## src/rtl/rf_dump.sv

```systemverilog
// rf_dump: walks a register file through its read port and streams every register
// out as an (index, data) valid/ready word stream. Optional RF_DUMP_SKIP_ZERO_EN skips register 0.
module rf_dump (
   input  logic        clk,
   input  logic        rst,
   input  logic        start,
   output logic [4:0]  a1,
   input  logic [31:0] rd1,
   output logic [31:0] out_data,
   output logic [4:0]  out_idx,
   output logic        out_valid,
   input  logic        out_ready,
   output logic        busy,
   output logic        done
);

`ifdef RF_DUMP_SKIP_ZERO_EN
   localparam logic [4:0] FIRST = 5'd1;
`else
   localparam logic [4:0] FIRST = 5'd0;
`endif

   typedef enum logic [1:0] {
      IDLE = 2'd0,
      LOAD = 2'd1,
      SEND = 2'd2
   } state_t;

   state_t      state_q, state_d;
   logic [4:0]  rd_ptr_q, rd_ptr_d;
   logic [31:0] out_data_q, out_data_d;
   logic [4:0]  out_idx_q, out_idx_d;
   logic        out_valid_q, out_valid_d;
   logic        busy_q, busy_d;
   logic        done_q, done_d;
   logic        hshake_s;

   assign hshake_s = out_valid_q & out_ready;

   // Next-state and capture logic; every capture reads rd1 for the address held in rd_ptr_q.
   always_comb begin
      state_d     = state_q;
      rd_ptr_d    = rd_ptr_q;
      out_data_d  = out_data_q;
      out_idx_d   = out_idx_q;
      out_valid_d = out_valid_q;
      done_d      = 1'b0;
      case (state_q)
         IDLE: begin
            out_valid_d = 1'b0;
            if (start) begin
               rd_ptr_d = FIRST;
               state_d  = LOAD;
            end else begin
               state_d  = IDLE;
            end
         end
         LOAD: begin
            out_data_d  = rd1;
            out_idx_d   = rd_ptr_q;
            out_valid_d = 1'b1;
            rd_ptr_d    = rd_ptr_q + 5'd1;
            state_d     = SEND;
         end
         SEND: begin
            if (hshake_s) begin
               if (out_idx_q == 5'd31) begin
                  out_valid_d = 1'b0;
                  done_d      = 1'b1;
                  state_d     = IDLE;
               end else begin
                  out_data_d  = rd1;
                  out_idx_d   = rd_ptr_q;
                  rd_ptr_d    = rd_ptr_q + 5'd1;
                  state_d     = SEND;
               end
            end else begin
               state_d = SEND;
            end
         end
         default: begin
            out_valid_d = 1'b0;
            state_d     = IDLE;
         end
      endcase
      // busy is registered from the next state so it tracks state_q exactly
      busy_d = (state_d != IDLE);
   end

   // State and output registers with synchronous reset.
   always_ff @(posedge clk) begin
      if (rst) begin
         state_q     <= IDLE;
         rd_ptr_q    <= 5'd0;
         out_data_q  <= 32'd0;
         out_idx_q   <= 5'd0;
         out_valid_q <= 1'b0;
         busy_q      <= 1'b0;
         done_q      <= 1'b0;
      end else begin
         state_q     <= state_d;
         rd_ptr_q    <= rd_ptr_d;
         out_data_q  <= out_data_d;
         out_idx_q   <= out_idx_d;
         out_valid_q <= out_valid_d;
         busy_q      <= busy_d;
         done_q      <= done_d;
      end
   end

   assign a1        = rd_ptr_q;
   assign out_data  = out_data_q;
   assign out_idx   = out_idx_q;
   assign out_valid = out_valid_q;
   assign busy      = busy_q;
   assign done      = done_q;

endmodule
```

## config.mk

```make
export PLATFORM = sky130hd
export DESIGN_NAME = rf_dump
export DESIGN_NICKNAME = d
export VERILOG_FILES = /design/src/rtl/rf_dump.sv
export SDC_FILE = /design/constraint.sdc
export NUM_CORES = 1
export LEC_CHECK = 0
export ABC_AREA = 1
export CAP_MARGIN = 20
export CORE_MARGIN = 5
export CORE_UTILIZATION = 35
export CTS_BUF_LIST = sky130_fd_sc_hd__clkbuf_8
export DETAILED_ROUTE_END_ITERATION = 8
export PLACE_DENSITY = 0.76
export SYNTH_ARGS = -nofsm -noshare
export SYNTH_HDL_FRONTEND = slang
export SYNTH_SLANG_ARGS = --single-unit
```

## constraint.sdc

```tcl
create_clock -name clk -period 1.7 [get_ports clk]
set_input_delay 0.34 -clock clk [delete_from_list [all_inputs] [get_ports clk]]
set_output_delay 0.34 -clock clk [all_outputs]
set_load 0.05 [all_outputs]
```

## After elaboration in Yosys (flattened, before gate mapping)

Cells that the tools add are included.

- Flip-flop bits (word level): 47
- Latch bits: 0
- Memory bits (writable): 0
- Memory bits (read-only): 0
- Output and inout bits: 45
- Memories kept: 0

- Add/subtract/negate cells: 1
- Multipliers: 0
- Divide/modulo/power cells: 0
- Magnitude comparators: 0
- Equality and inequality tests: 7
- Shift operators: 0
- Mux-type cells: 18
- Bitwise operators: 3
- Reduce and logical (&&, ||, !) cells: 8

Operators by type and width:

| operator | number |
|---|---|
| 2-to-1 mux 32 bit | 2 |
| case mux 32 bit (2 select lines) | 1 |
| 2-to-1 mux 5 bit | 5 |
| case mux 5 bit (3 select lines) | 1 |
| case mux 5 bit (2 select lines) | 1 |
| inequality test 2 bit, second input constant | 4 |
| case mux 2 bit (3 select lines) | 1 |
| adder 5 x 1 -> 5 bit, second input constant | 1 |
| equality test 5 bit, second input constant | 1 |
| 2-to-1 mux 1 bit | 4 |
| 2-to-1 mux 2 bit | 2 |
| AND reduction 4 bit | 1 |
| nonzero test 2 bit | 2 |
| AND reduction 3 bit | 1 |
| nonzero test 3 bit | 1 |
| OR reduction 3 bit | 1 |
| equality test 2 x 1 -> 1 bit, second input constant | 1 |
| equality test 2 bit, second input constant | 1 |
| logical NOT 2 bit | 1 |
| NOT 1 bit | 2 |
| case mux 1 bit (2 select lines) | 1 |
| AND reduction 2 bit | 1 |
| AND 1 bit | 1 |

## Longest topological paths before layout

- Word-level depth: 5
- Depth in mapped cells: 9
- Depth with buffers taken out: 8

## Worst setup path before layout

OpenSTA, ideal clock, no wires.

- Path kind: reg-to-reg
- Start: reg out_idx_q[2], in the netlist out_idx[2]
- End: reg out_idx_q[4], in the netlist out_idx[4]
- Setup time: 0.117 ns
- Data arrival time: 1.512 ns
- Data required time: 1.583 ns
- Path slack: 0.071 ns
- Stages on the path, launching flop included: 9
- Cells stage by stage: dfxtp_1 > nand3_1 > or2_1 > nand3_2 > buf_6 > buf_6 > nand3_1 > nand2_1 > nor2_1

- Word-level cells in the longest chain between the ends: 3

Ends and longest elaborated chain:

| what | line | text |
|---|---|---|
| start, declared | 32 | `logic [4:0] out_idx_q, out_idx_d;` |
| start signal, assigned | 104 | `out_idx_q <= out_idx_d;` |
| equality test 5 bit | 67 | `if (out_idx_q == 5'd31) begin` |
| inequality test 2 bit (no source line) | n/a |  |
| AND reduction 3 bit (no source line) | n/a |  |

Every way passes these cells.
A chain may end at the register's enable or synchronous reset.

## Worst setup path after layout

- Start: reg state_q[0]
- End: reg rd_ptr_q[2], in the netlist a1[2]

- Word-level cells in the longest chain between the ends: 3

Ends and longest elaborated chain:

| what | line | text |
|---|---|---|
| start, declared | 29 | `state_t state_q, state_d;` |
| start signal, assigned | 101 | `state_q <= state_d;` |
| equality test 2 bit, or another cell as far along | 48 | `case (state_q)` |
| inequality test 2 bit (no source line) or nonzero test 3 bit (tied branches) | n/a |  |
| AND reduction 4 bit (no source line) | n/a |  |
| end signal, assigned | 102 | `rd_ptr_q <= rd_ptr_d;` |
| end, declared | 30 | `logic [4:0] rd_ptr_q, rd_ptr_d;` |

Several ways; a longest one is shown, not always the timed one.

==> results_dict.tcl <==
set metrics [dict create \
    status "completed" \
    dr_total_vias 2226 \
    routed_wl_um 5560 \
    io_buffers 80 \
    max_freq_mhz 616 \
    critPathRequiredTime_ns 1.93 \
    routabilityCongestion 0.775 \
    drtAntennaViolNets 0 \
    ys_types 20 \
    first_iter_violations 70 \
    area.growth.synth_to_final_pct 40.3 \
    drive_gt1_frac 0.156 \
    synth_top_cell_area_share 0.425 \
    synthCells 318 \
    fin_skew_ns 0.00862 \
    grt_antenna_before_repair 0 \
    synth_nets 359 \
    rsz0062_at_grt "yes" \
    fin_crit_ns 1.62 \
    clk_path_buf_depth 2 \
    critPathCaptureType "flop" \
    critPathKind "reg2reg" \
    stdcell_count 469 \
    cts_tree "built" \
    irDropWorstVdd_mv 0.624 \
    dp.cells 462 \
    slew_violations 0 \
    gr-usage-all-layers 0.141 \
    synth.most_common_cell "nand2_1" \
    grt_pass1_vias 2071 \
    setup_violations 0 \
    pwr_density_cell_mw_per_mm2 1360 \
    slew_headroom 0.781 \
    die_area_sq_mm 0.00801 \
    htree_levels 2 \
    io_pins 81 \
    cts_made_buffers 5 \
    n_antenna_cell 0 \
    fin_nets 433 \
    clk_pin_slew_ns 0.09 \
    post-route-period-util 0.956 \
    grt_max_degree 47 \
    ys_seq_elements 47 \
    clk_latency_ns 0.29 \
    synth_edf_count 0 \
    startpoint_type "flop" \
    gr-total-overflow 0 \
    hold_violations 0 \
    drv_cap 0 \
    yosysSeqAreaShare 0.425 \
    synth_commonest_cells "nand2_1 (52), dfxtp_1 (47), nand3_1 (46)" \
    cts_resized 0 \
    yosys_most_used_dff "dfxtp_1" \
    chipHeight_um 89.5 \
    rows 29 \
    synth.area.top_cells "dfxtp_1 (43%), nand3_1 (10%), a21oi_1 (9.7%)" \
    fill_cells 620 \
    tns_ns 0 \
    first_pass_iters 4 \
    synthArstFlopShare 0 \
    via_per_inst 4.75 \
    cts_setup_buffers 0 \
    grt_pass1_wl_um 9110 \
    start_util 0.355 \
    core_region_area_sq_mm 0.00624 \
    dp_hpwl_um 3930 \
    crit_arrival_ns 1.86 \
    cts_sinks 47 \
    holdCritPathClass "reg2reg" \
    syn_area_sq_mm 0.00221 \
    holdBufCountCts 0 \
    yosys.area.top_type "dfxtp_1" \
    worst_slew_pin_slew_ns 0.327 \
    cp_max_fo 9 \
    wire_per_inst_um 11.9 \
    die_x_um 89.5 \
    clockRootBuffer "clkbuf_8" \
    drcViolationCount 0 \
    avgSynthCellArea_sq_um 6.96 \
    cellLeakagePower_nw 1.52 \
    ys_warn_count 0 \
]
## cells by family (layout without fill, tap and decap cells)
family                   after synthesis  count (layout)  synth area share
adder cells (fa/ha/maj)                5               5            0.0283
flip-flops                            47              47             0.425
AND/OR/NAND/NOR                      150             150             0.291
buffers and inverters                 66             140             0.140
AO/OA/AOI/OAI                         50              50             0.115
## metrics by stage
stage                     setup slack [ns]  total power, mW  utilization  hold WS [ns]  instance area [sq um]
after floorplan                     0.0706             2.89            -         0.409                   2210
after global placement              0.0815             3.42        0.481         0.480                   3000
after detailed placement            0.0423             3.47        0.481         0.475                   3000
after CTS                           0.0788             4.27        0.498         0.492                   3110
after global routing               -0.0486             4.50        0.498         0.547                   3110
final                               0.0754             4.21        0.498         0.490                   3110
## registers in the layout (all words and copies together) (netlist names)
signal / cells
state_q: 2
out_idx: 5
a1: 5
out_data: 32
out_valid: 1
done: 1
busy: 1
## cell type report
type | instances | area, sq um | share of cell area
clock inverter | 2 | 33.8 | 0.0109
tap | 77 | 96.3 | 0.0310
sequential | 47 | 941 | 0.303
multi-input combinational | 205 | 965 | 0.311
inverter | 46 | 173 | 0.0556
clock buffer | 5 | 68.8 | 0.0222
timing repair buffer | 87 | 828 | 0.267
## critical path, cell delays in order, from the launching register on
cell,delay [ns]
dfxtp_1,0.41
inv_1,0.09
ha_1,0.24
inv_1,0.14
o21bai_1,0.15
nand2_1,0.22
nand2_1,0.14
nand2_1,0.06
a21oi_1,0.12
## layer usage
metal,global-route usage,vias to the layer above,part of all wire
li1,-,1146,-
met1,0.174,1020,0.45
met2,0.248,55,0.48
met3,0.0359,5,0.068
met4,0.0325,0,0.0086
met5,0,-,0
## layout by cell type (no fill, tap or decap)
master           instances
nand2_1                 51
dfxtp_1                 47
inv_1                   46
nand3_1                 46
nor2_1                  45
buf_4                   45
a21oi_1                 43
clkdlybuf4s50_1         35
buf_12                   7
o21ai_0                  5
ha_1                     5
clkbuf_8                 5
o21bai_1                 2
nand4_1                  2
inv_2                    1
nor3b_1                  1
or2_1                    1
nand3_2                  1
nand2_2                  1
nand3b_1                 1
nor4_1                   1
bufinv_16                1
## path summary, 6_finish.rpt
kind,start,endpoint,slack [ns],depth (start not counted)
setup / recovery,state_q[0],a1[2],0.08,8
hold / removal,out_valid,done,0.49,2
setup reg to reg,state_q[0],a1[2],0.08,8
hold reg to reg,out_valid,done,0.49,2
## power breakdown
group / switching, mW / internal, mW
Clock: 0.354 / 0.425
Combinational: 1.30 / 0.676
Sequential: 0.143 / 1.31
Power figures use the tool's default switching activity.
